`src/rtl/bluetooth_tx.sv`:
```
// 8N1 UART transmitter for the Bluetooth serial link.
// A small FIFO absorbs bursts; the FSM drains it one frame at a time.
module bluetooth_tx #(
  parameter int CLKS_PER_BIT = 10415,
  parameter int FIFO_AW      = 2
) (
  input  logic       clk,
  input  logic       reset,
  input  logic [7:0] tx_data,
  input  logic       tx_valid,
  output logic       tx_ready,
  output logic       txd,
  output logic       busy,
  output logic       fifo_full,
  output logic       fifo_empty
);

  localparam int DEPTH = 1 << FIFO_AW;
  localparam logic [14:0] BAUD_MAX =
    15'(CLKS_PER_BIT - 1);
  localparam logic [FIFO_AW:0] FULL_CNT =
    (FIFO_AW + 1)'(DEPTH);

  typedef enum logic [1:0] {
    IDLE,
    START,
    DATA,
    STOP
  } state_t;

  logic [7:0]         mem [DEPTH];
  logic [FIFO_AW-1:0] wr_ptr;
  logic [FIFO_AW-1:0] rd_ptr;
  logic [FIFO_AW:0]   count;
  logic               push;
  logic               pop;

  state_t      state;
  state_t      state_n;
  logic [7:0]  shift;
  logic [7:0]  shift_n;
  logic [2:0]  bit_idx;
  logic [2:0]  bit_n;
  logic [14:0] baud;
  logic [14:0] baud_n;
  logic        tick;
  logic        txd_n;

  assign fifo_full  = (count == FULL_CNT);
  assign fifo_empty = (count == '0);
  assign tx_ready   = !fifo_full;
  assign push       = tx_valid && tx_ready;
  assign busy       = (state != IDLE) || !fifo_empty;
  assign tick       = (baud == BAUD_MAX);

  always_ff @(posedge clk) begin
    if (push) begin
      mem[wr_ptr] <= tx_data;
    end
  end

  always_ff @(posedge clk or posedge reset) begin
    if (reset) begin
      wr_ptr <= '0;
      rd_ptr <= '0;
      count  <= '0;
    end else begin
      if (push) begin
        wr_ptr <= wr_ptr + 1'b1;
      end
      if (pop) begin
        rd_ptr <= rd_ptr + 1'b1;
      end
      case ({push, pop})
        2'b10:   count <= count + 1'b1;
        2'b01:   count <= count - 1'b1;
        default: count <= count;
      endcase
    end
  end

  always_comb begin
    state_n = state;
    shift_n = shift;
    bit_n   = bit_idx;
    baud_n  = baud;
    pop     = 1'b0;
    unique case (state)
      IDLE: begin
        baud_n = '0;
        if (!fifo_empty) begin
          shift_n = mem[rd_ptr];
          pop     = 1'b1;
          bit_n   = '0;
          state_n = START;
        end
      end
      START: begin
        if (tick) begin
          state_n = DATA;
        end
      end
      DATA: begin
        if (tick) begin
          shift_n = {1'b0, shift[7:1]};
          bit_n   = bit_idx + 1'b1;
          if (bit_idx == 3'd7) begin
            state_n = STOP;
          end
        end
      end
      STOP: begin
        if (tick) begin
          state_n = IDLE;
        end
      end
    endcase
    if (state != IDLE) begin
      baud_n = tick ? '0 : baud + 1'b1;
    end
  end

  // Line level follows the next state so edges land on bit boundaries.
  always_comb begin
    txd_n = 1'b1;
    unique case (state_n)
      IDLE:  txd_n = 1'b1;
      START: txd_n = 1'b0;
      DATA:  txd_n = shift_n[0];
      STOP:  txd_n = 1'b1;
    endcase
  end

  always_ff @(posedge clk or posedge reset) begin
    if (reset) begin
      state   <= IDLE;
      shift   <= '0;
      bit_idx <= '0;
      baud    <= '0;
      txd     <= 1'b1;
    end else begin
      state   <= state_n;
      shift   <= shift_n;
      bit_idx <= bit_n;
      baud    <= baud_n;
      txd     <= txd_n;
    end
  end

endmodule

```
`config.mk`:
```
export PLATFORM = sky130hd
export DESIGN_NAME = bluetooth_tx
export DESIGN_NICKNAME = d
export VERILOG_FILES = /design/src/rtl/bluetooth_tx.sv
export SDC_FILE = /design/constraint.sdc
export NUM_CORES = 1
export LEC_CHECK = 0
export ABC_CLOCK_PERIOD_IN_PS = 3900
export BUFFER_PORTS_ARGS = -buffer_cell sky130_fd_sc_hd__buf_2
export CELL_PAD_IN_SITES_DETAIL_PLACEMENT = 0
export CELL_PAD_IN_SITES_GLOBAL_PLACEMENT = 2
export CORE_UTILIZATION = 40
export DETAILED_ROUTE_END_ITERATION = 10
export PLACE_DENSITY_LB_ADDON = 0.12
export SLEW_MARGIN = 0
export SYNTH_ARGS = -nofsm -noshare
export SYNTH_HDL_FRONTEND = slang
export SYNTH_SLANG_ARGS = --single-unit
```
`constraint.sdc`:
```
create_clock -name clk -period 3.9 [get_ports clk]
set_input_delay 0.39 -clock clk [delete_from_list [all_inputs] [get_ports clk]]
set_output_delay 0.39 -clock clk [all_outputs]
set_load 0.1 [all_outputs]
```
# After elaboration in Yosys (flattened, before gate mapping)
# Memory sizes are Yosys's and may differ from the RTL's.
# Index checks and enable logic that the tools add are counted.
[totals] n_memories=1 wordCells=63 in_bits=11 ramBits=32 reg_bits=36 output_inout_bits=5
[mem_list] name="mem" depth=4 word_bits=8 rd=1 rd_ports_with_merged_regs=0 wr=1 line="31" source="logic [7:0] mem [DEPTH];"
[op_classes] muxes=21 add_sub_neg=6 reduce_logical=13 eq_ne=13
[op_table] op="15-bit 2-to-1 mux" n=3
[op_table] op="8-bit 2-to-1 mux" n=2
[op_table] op="8-bit one-hot mux with 2 select lines" n=1
[op_table] op="15-bit by 1-bit adder with 15-bit output (second input constant)" n=1
[op_table] op="15-bit by 14-bit equality test with 1-bit output (second input constant)" n=1
[op_table] op="3-bit one-hot mux with 2 select lines" n=2
[op_table] op="2-bit equality test (second input constant)" n=5
[op_table] op="2-bit 2-to-1 mux" n=5
[op_table] op="2-bit one-hot mux with 4 select lines" n=1
[op_table] op="2-bit nonzero test" n=4
[op_table] op="3-bit by 1-bit adder with 3-bit output (second input constant)" n=2
[op_table] op="2-bit by 1-bit equality test with 1-bit output (second input constant)" n=3
[op_table] op="3-bit equality test (second input constant)" n=2
[op_table] op="3-bit 2-to-1 mux" n=2
[op_table] op="2-bit by 1-bit adder with 2-bit output (second input constant)" n=2
[op_table] op="2-bit zero test" n=2
[op_table] op="1-bit 2-to-1 mux" n=4
[op_table] op="2-bit inequality test (second input constant)" n=2
[op_table] op="3-bit zero test" n=1
[op_table] op="1-bit one-hot mux with 3 select lines" n=1
[op_table] op="3-bit AND reduction" n=1
[op_table] op="3-bit by 1-bit subtractor with 3-bit output (second input constant)" n=1
[op_table] op="1-bit zero test" n=2
[op_table] op="2-bit OR reduction" n=1
[op_table] op="2 further kinds" n=2

# Logic depth before layout (Yosys ltp)
[logic_depth] depth_word=7 depth_mapped=10 mapped_depth_nobuf=10

# Least setup slack after synthesis
# Ideal clock, no wire load.
[synth_path] path_type="flip-flop to flip-flop" from="reg count[0]" to="reg count[2]" period_less_slack_ns=2.928 setup_ns=0.079 setup_slack_ns=0.972 arrival_ns=2.849 path_buffers=0 path_stages_with_launch=11 required_time_ns=3.821 path_cell_list="dfrtp_1 inv_1 nand3_1 and2_1 inv_1 ha_1 inv_1 fa_1 xor2_1 nor2_1 xor2_1"
[synth_via] elab_chain_cells=5 word_cells_on_any_way=12 classes_between="add/sub: 2; eq/ne: 3; mux: 3; reduce/logical: 4"
[synth_rtl] item="start: declaration" line="34" source="logic [FIFO_AW:0] count;"
[synth_rtl] item="start signal: assignment" line="75" source="2'b10: count <= count + 1'b1;"
[synth_rtl] item="start signal: assignment" line="76" source="2'b01: count <= count - 1'b1;"
[synth_rtl] item="start signal: assignment" line="77" source="default: count <= count;"
[synth_rtl] item="3-bit equality test (*)" line="49" source="assign fifo_full = (count == FULL_CNT);"
[synth_rtl] item="1-bit zero test (*)" line="51" source="assign tx_ready = !fifo_full;"
[synth_rtl] item="via tx_ready" line="11" source="output logic tx_ready,"
[synth_rtl] item="1-bit logical AND (*)" line="52" source="assign push = tx_valid && tx_ready;"
[synth_rtl] item="2-bit by 1-bit equality test with 1-bit output or 2-bit equality test (tied branches)" line="74" source="case ({push, pop})"
[synth_rtl] item="3-bit one-hot mux with 2 select lines or 2-bit nonzero test (tied branches)"
# The timed path passes the listed nets; every way through them passes the cells marked *.
# A chain may end at the register's enable or synchronous reset.

# Worst setup path in the final report
[layout_path] from="reg state[0]" to="reg count[2]"
[layout_via] elab_chain_cells=4 word_cells_on_any_way=6 classes_between="eq/ne: 2; mux: 2; reduce/logical: 2"
[layout_rtl] item="start: declaration" line="38" source="state_t state;"
[layout_rtl] item="start signal: assignment" line="142" source="state <= state_n;"
[layout_rtl] item="2-bit zero test (*)" line="88" source="unique case (state)"
[layout_rtl] item="1-bit 2-to-1 mux (*)" line="88"
[layout_rtl] item="via pop" line="36" source="logic pop;"
[layout_rtl] item="2-bit by 1-bit equality test with 1-bit output or 2-bit equality test (tied branches)" line="74"
[layout_rtl] item="3-bit one-hot mux with 2 select lines or 2-bit nonzero test (tied branches)"
# Marks and branches as above.

==> flow_summary.yaml <==
worst_setup_path:
  crit_chain: "nor2_1, nand2_1, inv_1, ha_1, inv_1, fa_1, xor2_1, nor2_1, xor2_1"
  critPathMaxStageDelay_ps: 480
  worst-path-buf-inv: 2
  path_depth: 9
  cp-start-kind: "register"
  critical_path_class: "reg -> reg"
  cpLargestDelayFamily: "simple AND/OR/NAND/NOR gates"
  cp_slowest_cell: "dfrtp_1"
  arrival_ps: 2650
  critical_path_required_ps: 4170
  crit_path_end_kind: "register"
  r2r_cells: 9
  path_max_fanout: 11
timing:
  period_needed_ps: 2380
  tns_ps: 0
  final-max-slew-violation-count: 0
  tightest_slew_ps: 601
  fin_crit_sh_pct: 61.0
  fin_worst_skew_ps: 7.30
  final_hold_viol_count: 0
  setup_slack_ps: 1520
  fmax_ghz: 0.421
  grt_setup_unrepaired: "no"
  setup_viol: 0
  slew_headroom_pct: 59.9
synthesis:
  synth_top_family_by_area: "simple AND/OR/NAND/NOR gates"
  async_flop_share_pct: 52.9
  ys_seq_elements: 68
  yosys_most_used_dff: "dfrtp_1"
  synth_edf_count: 32
  synth_compound_area_share_pct: 5.29
  synthTopCellsByCount: "35 x dfrtp_1, 32 x edfxtp_1, 19 x nor2_1"
  syn-mean-instance-area_sq_um: 13.4
  synth_fp_nets: 248
  synth-xor-area-share_pct: 5.45
  seq_area_frac_synth_pct: 61.0
  netlist_instances: 227
  synthMuxAreaShare_pct: 7.95
  yosysUniqueCellTypes: 41
  synth-simple-area-share_pct: 11.9
  syn_area_sq_um: 3050
  synth_area_leaders: "edfxtp_1 31%, dfrtp_1 29%, mux4_2 5.9%"
  yosys_warnings: 0
  yosysMostFrequentCell: "dfrtp_1"
  post-synth-top-area-cell: "edfxtp_1"
  synth_top_area_share_pct: 31.5
  synthAdderAreaFrac_pct: 4.34
min_path:
  min_path_type: "in -> async"
floorplanning:
  die_w_um: 89.4
  core-area_sq_um: 7330
  start_util_pct: 41.6
  std_cell_rows: 31
  dieArea_sq_um: 7990
  ioPinCount: 16
  die_h_um: 89.4
final_layout:
  fin_area_sq_um: 3360
  layout-drive-gt1-share_pct: 17.6
  diodes: 0
  multi_input_area_sq_um: 1070
  area_growth_pct: 10.1
  final_util_pct: 45.9
  nets: 266
  fillers: 678
  regArea_sq_um: 1860
outcome:
  status: "finished, final reports clean"
detailed_routing:
  dr.pass1.iters: 4
  wl_um: 5420
  first_iter_violations: 104
  drtAntennaViolNets: 0
  via_per_inst: 5.03
  drc: 0
  vias: 1757
  wire_per_inst_um: 15.5
flow_run:
  maxCapViolCount: 0
place:
  place_area_sq_um: 3200
  gp_congestion: 0.683
  preCtsSetupSlack_ps: 1550
  portBuffers: 15
  dp_hpwl_um: 3650
global_route:
  grt_max_degree: 37
  grt-ovfl-total: 0
  antenna_found_initial: 0
  grt_pass1_wl_um: 8970
  grt_usage_pct: 15.7
  grt_pass1_vias: 1706
clock_network:
  clockRootBuffer: "clkbuf_8"
  cts_resized: 0
  cts_buffer_depth: 2
  clock-sinks: 68
  cts_made_buffers: 9
  clkLatencyLatePin_ps: 340
  ctsHtreeMaxLevel: 3
  cts_tree: "yes"
  path_clk_slew_ps: 70
  cts_hold_buffers: 0
  postCtsSetupRepairBufs: 0
power:
  powerDensity_nw_per_um2: 505
  ir_drop_uv: 244
  p_total_mw: 1.70
  p_leak_nw: 1.37
## power breakdown
part / leakage (nW) / internal, mW / switching [mW] / total (mW)
Clock: 0.0791 / 0.228 / 0.271 / 0.498
Sequential: 0.742 / 0.854 / 0.0355 / 0.889
Combinational: 0.544 / 0.0885 / 0.221 / 0.310
## metrics by stage
| step | std cells | hold slack (ps) |
|---|---|---|
| after floorplan | 227 | 456 |
| after global placement | 333 | 491 |
| after detailed placement | 333 | 495 |
| after CTS | 349 | 164 |
| after global routing | 349 | 193 |
| final | 349 | 148 |
## path summary, 6_finish.rpt
| kind | to | slack, ps | from |
|---|---|---|---|
| min in group clk | mem[2][7] | 260 | tx_data[7] |
| max | count[2] | 1520 | state[0] |
| max in group asynchronous | txd | 3400 | reset |
| min | bit_idx[2] | 150 | reset |
| min reg2reg | count[2] | 500 | count[2] |
| max reg2reg | count[2] | 1520 | state[0] |
## worst register-to-register path, delay by kind of cell (launching register included)
family	cells	cell delay, ps
xor+xnor	2	290
fa+ha+maj	2	600
buf+inv	2	280
flops	1	480
simple gates	3	660
## kinds of logic (layout without fill, tap and decap cells)
family                     Yosys count  after routing
AOI/OAI and AO/OA                   21             21
muxes                               14             14
xor gates and xnor gates            19             19
buffers and inverters               26             49
DFF                                 68             68
adders and majority gates           10             10
and+or+nand+nor                     69             69
## layer usage
layer	vias to the layer above	track usage, %	routed length [um]
met3	10	4.16	197
li1	849	-	-
met2	37	22.7	2390
met4	0	6.93	102
met5	-	0	0
met1	861	22.4	2730
## layout make-up
cell class	instances	area share, %
well taps	99	3.68
inverters	17	1.90
clock buffers	11	3.91
multi-input cells	133	31.7
clock inverters	5	0.893
flip-flops and latches	68	55.4
repair buffers	16	2.46
## sequential cells by signal (all words and copies together), names as in the netlist
register	count
baud	15
bit_idx	3
count	3
mem	32
rd_ptr	2
shift	8
state	2
txd	1
wr_ptr	2
## placed cells by master (no fill, tap or decap), types with 8 or more instances in the layout
master,count
and3_1,9
buf_2,15
clkbuf_8,9
dfrtp_1,35
edfxtp_1,32
ha_1,9
inv_1,17
mux4_2,8
nand2_1,14
nor2_1,19
xnor2_1,14
Power figures use the tool's default switching activity.
